**src/rtl/stopwatch_ctrl.sv**
```systemverilog
`default_nettype none
// ============================================================================
//  Module   : stopwatch_ctrl
//  Purpose  : Mode controller for the MM:SS stopwatch. Converts debounced
//             buttons, slider switches and divided-clock ticks into one-cycle
//             count / clear / load strobes and the display blink mask.
//  Revision : 1.0 - initial release
// ============================================================================
module stopwatch_ctrl #(
    parameter int SEL_W     = 2,
    parameter int VAL_W     = 4,
    parameter int SEC_L_MAX = 5
) (
    input  logic             clk,
    input  logic             rst,
    input  logic             btn_reset,
    input  logic             btn_pause,
    input  logic             adj,
    input  logic [SEL_W-1:0] sel,
    input  logic [VAL_W-1:0] num,
    input  logic             tick_1hz,
    input  logic             tick_blink,
    output logic             cnt_en,
    output logic             cnt_clr,
    output logic             ld_en,
    output logic [SEL_W-1:0] ld_sel,
    output logic [VAL_W-1:0] ld_val,
    output logic [3:0]       blank,
    output logic [1:0]       mode
);

    typedef enum logic [1:0] {
        ST_STOPPED = 2'b00,
        ST_RUNNING = 2'b01,
        ST_ADJUST  = 2'b11
    } state_e;

    localparam logic [VAL_W-1:0] c_SEC_L_LIMIT = VAL_W'(SEC_L_MAX);
    localparam logic [VAL_W-1:0] c_DIG_LIMIT   = VAL_W'(9);
    localparam logic [SEL_W-1:0] c_SEL_SEC_L   = SEL_W'(1);

    state_e             state_q, state_d;
    logic               adj_m_q, adj_s_q;
    logic [SEL_W-1:0]   sel_m_q, sel_s_q, sel_prev_q;
    logic [VAL_W-1:0]   num_m_q, num_s_q, num_prev_q;
    logic               pause_prev_q, reset_prev_q;
    logic               phase_q, phase_d;
    logic               pending_q, pending_d;
    logic               cnt_en_q, cnt_en_d;
    logic               cnt_clr_q, cnt_clr_d;
    logic               ld_en_q, ld_en_d;
    logic [SEL_W-1:0]   ld_sel_q, ld_sel_d;
    logic [VAL_W-1:0]   ld_val_q, ld_val_d;
    logic [3:0]         blank_q, blank_d;

    logic               pause_rise, reset_rise, entering, ld_want;
    logic [VAL_W-1:0]   limit;

    // Two-flop synchronizers for the sliders plus one-cycle history of buttons and synced sliders
    always_ff @(posedge clk or posedge rst) begin
        if (rst) begin
            adj_m_q      <= 1'b0;
            adj_s_q      <= 1'b0;
            sel_m_q      <= '0;
            sel_s_q      <= '0;
            num_m_q      <= '0;
            num_s_q      <= '0;
            sel_prev_q   <= '0;
            num_prev_q   <= '0;
            pause_prev_q <= 1'b0;
            reset_prev_q <= 1'b0;
        end else begin
            adj_m_q      <= adj;
            adj_s_q      <= adj_m_q;
            sel_m_q      <= sel;
            sel_s_q      <= sel_m_q;
            num_m_q      <= num;
            num_s_q      <= num_m_q;
            sel_prev_q   <= sel_s_q;
            num_prev_q   <= num_s_q;
            pause_prev_q <= btn_pause;
            reset_prev_q <= btn_reset;
        end
    end

    // Next mode, strobes, pending load, blink phase and mask
    always_comb begin
        state_d    = state_q;
        pause_rise = btn_pause & ~pause_prev_q;
        reset_rise = btn_reset & ~reset_prev_q;

        if (state_q != ST_ADJUST && adj_s_q) begin
            state_d = ST_ADJUST;
        end else if (state_q == ST_ADJUST && !adj_s_q) begin
            state_d = ST_STOPPED;
        end else if (pause_rise) begin
            if (state_q == ST_STOPPED) begin
                state_d = ST_RUNNING;
            end else if (state_q == ST_RUNNING) begin
                state_d = ST_STOPPED;
            end
        end

        entering  = (state_d == ST_ADJUST) && (state_q != ST_ADJUST);

        // A tick is judged against the mode before any transition this cycle
        cnt_clr_d = reset_rise;
        cnt_en_d  = tick_1hz && (state_q == ST_RUNNING) && !reset_rise;

        // Loads only survive while staying in adjust; a collision defers them one cycle
        ld_want   = (state_d == ST_ADJUST) &&
                    (entering || (sel_s_q != sel_prev_q) || (num_s_q != num_prev_q) || pending_q);
        ld_en_d   = ld_want && !cnt_clr_d && !cnt_en_d;
        pending_d = ld_want && !ld_en_d;

        limit     = (sel_s_q == c_SEL_SEC_L) ? c_SEC_L_LIMIT : c_DIG_LIMIT;
        ld_sel_d  = ld_sel_q;
        ld_val_d  = ld_val_q;
        if (ld_en_d) begin
            ld_sel_d = sel_s_q;
            ld_val_d = (num_s_q > limit) ? limit : num_s_q;
        end

        phase_d = phase_q;
        if (entering) begin
            phase_d = 1'b0;
        end else if (state_q == ST_ADJUST && tick_blink) begin
            phase_d = ~phase_q;
        end

        blank_d = '0;
        if (state_d == ST_ADJUST && phase_d) begin
            blank_d = 4'b0001 << sel_s_q;
        end
    end

    // Mode register and registered outputs
    always_ff @(posedge clk or posedge rst) begin
        if (rst) begin
            state_q   <= ST_STOPPED;
            phase_q   <= 1'b0;
            pending_q <= 1'b0;
            cnt_en_q  <= 1'b0;
            cnt_clr_q <= 1'b0;
            ld_en_q   <= 1'b0;
            ld_sel_q  <= '0;
            ld_val_q  <= '0;
            blank_q   <= '0;
        end else begin
            state_q   <= state_d;
            phase_q   <= phase_d;
            pending_q <= pending_d;
            cnt_en_q  <= cnt_en_d;
            cnt_clr_q <= cnt_clr_d;
            ld_en_q   <= ld_en_d;
            ld_sel_q  <= ld_sel_d;
            ld_val_q  <= ld_val_d;
            blank_q   <= blank_d;
        end
    end

    assign cnt_en  = cnt_en_q;
    assign cnt_clr = cnt_clr_q;
    assign ld_en   = ld_en_q;
    assign ld_sel  = ld_sel_q;
    assign ld_val  = ld_val_q;
    assign blank   = blank_q;
    assign mode    = state_q;

endmodule
`default_nettype wire

```
**config.mk**
```make
export PLATFORM = sky130hd
export DESIGN_NAME = stopwatch_ctrl
export DESIGN_NICKNAME = d
export VERILOG_FILES = /design/src/rtl/stopwatch_ctrl.sv
export SDC_FILE = /design/constraint.sdc
export NUM_CORES = 1
export LEC_CHECK = 0
export ABC_AREA = 1
export BUFFER_PORTS_ARGS = -buffer_cell sky130_fd_sc_hd__buf_4
export CORE_MARGIN = 10
export CORE_UTILIZATION = 45
export DETAILED_ROUTE_END_ITERATION = 12
export GPL_TIMING_DRIVEN = 0
export HOLD_SLACK_MARGIN = 0.03
export PLACE_DENSITY = 0.69
export SYNTH_ARGS = -nofsm -noshare
export SYNTH_HDL_FRONTEND = slang
export SYNTH_SLANG_ARGS = --single-unit
```
**constraint.sdc**
```tcl
create_clock -name clk -period 1.5 [get_ports clk]
set_input_delay 0.15 -clock clk [delete_from_list [all_inputs] [get_ports clk]]
set_output_delay 0.15 -clock clk [all_outputs]
set_load 0.1 [all_outputs]
```
==> flow_metrics.env <==
export IMPL_syn2layout_area_growth_pct=46.1
export IMPL_synth_area_per_cell_um2=9.84
export IMPL_critPathArrivalTime_ps=1880
export IMPL_violations="negative setup slack"
export IMPL_syn_nets=176
export IMPL_clock_path_buffers=2
export IMPL_crit_type="reg2reg"
export IMPL_min_path_cells=3
export IMPL_setup_viol=10
export IMPL_multi_input_area_um2=673
export IMPL_slew_headroom_pct=45.7
export IMPL_fmax_mhz=624
export IMPL_ys_types=19
export IMPL_power_density_nw_per_um2=1870
export IMPL_insertion_delay_ps=350
export IMPL_final_common_cell="dfrtp_1"
export IMPL_ioPinCount=28
export IMPL_clock_skew_final_ps=8.66
export IMPL_cp_cell_sequence="ha_4 -> or2_4 -> nand2_4 -> nand4_1 -> nor3_2"
export IMPL_fill_cells=259
export IMPL_grt_overflow=0
export IMPL_grt_util_all_layers_pct=10.8
export IMPL_die_y_um=78.8
export IMPL_power_total_mw=4.26
export IMPL_ant_nets=0
export IMPL_ys_ff_latch=39
export IMPL_nNetsFinal=228
export IMPL_holdPathEnd="cnt_en$_DFF_PP0_"
export IMPL_fp_dieW_um=78.8
export IMPL_root_buffer="clkbuf_4"
export IMPL_min_path_type="in2reg"
export IMPL_worstSetupStartpointType="register"
export IMPL_layout_drive_gt1_share_pct=43.6
export IMPL_clk_pin_slew_ps=110
export IMPL_worstReg2RegStart="mode[0]$_DFF_PP0_"
export IMPL_cp_max_fo=6
export IMPL_fin_crit_ps=1600
export IMPL_slowest_delay_ps=540
export IMPL_wl_per_cell_um=13.0
export IMPL_num_rows=21
export IMPL_fin_crit_sh_pct=107
export IMPL_cp_end_kind="register"
export IMPL_via_per_inst=4.56
export IMPL_final_util_pct=68.1
export IMPL_grt_pass1_vias=1250
export IMPL_netlist_instances=158
export IMPL_clkSinkCount=39
export IMPL_drtIter0Drc=45
export IMPL_setup_slack_ps=-102
export IMPL_rsz0062_at_grt="true"
export IMPL_p_leak_nw=1.15
export IMPL_drtPass1Iterations=2
export IMPL_dp_hpwl_um=2230
export IMPL_start_util_pct=46.6
export IMPL_status="finished with violations"
export IMPL_grt_pass1_wl_um=5380
export IMPL_dieArea_um2=6210
export IMPL_htree_num_levels=2
export IMPL_io_buffers=27
export IMPL_n_antenna_cell=0
export IMPL_syn_area_um2=1560
export IMPL_antenna_found_initial=0
export IMPL_drv_slew=0
export IMPL_drcViolationCount=0
export IMPL_regArea_um2=986
export IMPL_wl_um=3340
export IMPL_coreArea_um2=3340
export IMPL_yosysWarnings=0
export IMPL_r2r_end="blank[3]$_DFF_PP0_"
export IMPL_peakVddDrop_mv=0.962
export IMPL_stdcell_count=257
export IMPL_cts_tree="yes"
export IMPL_vias=1172
export IMPL_fin_setup_tns_ps=-688
export IMPL_max_slew_worst_pin_slew_ps=814
export IMPL_r2r_cells=5
export IMPL_grt_max_degree=21
export IMPL_min_delay_start="tick_1hz"
export IMPL_cts_made_buffers=5
export IMPL_layout_common_cells="dfrtp_1, buf_4, nand2_1, inv_1, nand2_2"
export IMPL_drv_cap=0
export IMPL_finalHoldViolCount=0
export IMPL_r2r_slack_ps=-100
export IMPL_crit_slowest_cell="dfrtp_4"
export IMPL_required_ps=1780
export IMPL_ys_seq_area_share_pct=62.8
export IMPL_gp_congestion=0.810
export IMPL_place_inst=232
## worst max-delay path by stage
stage	start	to	slack, ps	cells past startpoint
floorplan	mode[0]$_DFF_PP0_	ld_sel[0]$_DFFE_PP0P_	-150	8
global placement	sel_s_q[0]$_DFF_PP0_	ld_val[3]$_DFFE_PP0P_	-230	12
detailed placement	sel_s_q[0]$_DFF_PP0_	ld_val[3]$_DFFE_PP0P_	-290	12
CTS	mode[0]$_DFF_PP0_	blank[2]$_DFF_PP0_	-100	8
global route	mode[0]$_DFF_PP0_	blank[3]$_DFF_PP0_	-170	5
finish	mode[0]$_DFF_PP0_	blank[3]$_DFF_PP0_	-100	5
## critical path: cells and delay by family (launching register included)
family | cells | cell delay, ps
adder cells (fa/ha/maj) | 1 | 210
flip-flops | 1 | 540
AND/OR/NAND/NOR | 4 | 770
## cells in the mapped netlist, drive strengths merged
cell type / number / area share (%)
nand2: 46 / 12
nand3: 13 / 4.5
ha: 5 / 4.0
inv: 29 / 7.0
a21oi: 2 / 0.64
or2: 1 / 0.56
nor2: 11 / 4.2
nor3: 5 / 1.6
nand4: 1 / 0.40
o21ai: 4 / 1.3
xnor2: 1 / 0.56
o22ai: 1 / 0.40
dfrtp: 39 / 63
## area by class of cell
type,count,share of cell area (%)
flip-flops and latches,39,43.4
multi-input cells,90,29.6
repair buffers,45,16.9
inverters,29,5.23
well taps,46,2.53
clock buffers,6,1.82
clock inverters,2,0.551
## cell families (layout without fill, tap and decap cells)
kind of cell | after synthesis | in the layout | share of synthesized area (%)
buffers and inverters | 29 | 82 | 7.00
flip-flops | 39 | 39 | 62.8
AO/OA/AOI/OAI | 7 | 7 | 2.33
XOR/XNOR | 1 | 1 | 0.563
adder cells (fa/ha/maj) | 5 | 5 | 4.02
AND/OR/NAND/NOR | 77 | 77 | 23.3
## per-layer routing
metal | track usage, % | vias to the layer above | wire length (um) | part of all wire [%]
li1 | - | 589 | - | -
met1 | 11.1 | 555 | 1310 | 39
met2 | 19.0 | 23 | 1800 | 54
met3 | 3.49 | 5 | 167 | 5.0
met4 | 5.91 | 0 | 61 | 1.8
met5 | 0 | - | 0 | 0
## report_power, final
part	switching, mW	leakage, nW	internal, mW	total (mW)
sequential	0.141	0.471	1.25	1.39
clock	0.343	0.0282	0.181	0.524
combinational	1.66	0.647	0.679	2.34
total	2.15	1.15	2.11	4.26
## per-stage QoR
stage	area (um^2)	hold WS [ps]	worst slack (ps)
after global placement	1830	259	-232
after CTS	2110	34.0	-97.8
final	2270	37.5	-102
after detailed placement	1860	260	-289
after floorplan	1570	181	-147
after global routing	2270	33.3	-168
## sequential cells by signal, indices dropped and copies added, names as in the netlist, 2 cells and up
name,count
blank,4
ld_sel,2
ld_val,4
mode,2
num_m_q,4
num_prev_q,4
num_s_q,4
sel_m_q,2
sel_prev_q,2
sel_s_q,2
## what timing repair did
action / in CTS / in global routing
hold buffers: 10 / 0
resized for setup: 17 / 33
pin swaps: 7 / 22
setup endpoints to repair: 12 / 13
endpoints found under the hold margin: 28 / 0
buffers inserted: 4 / 3
Power figures use the tool's default switching activity.
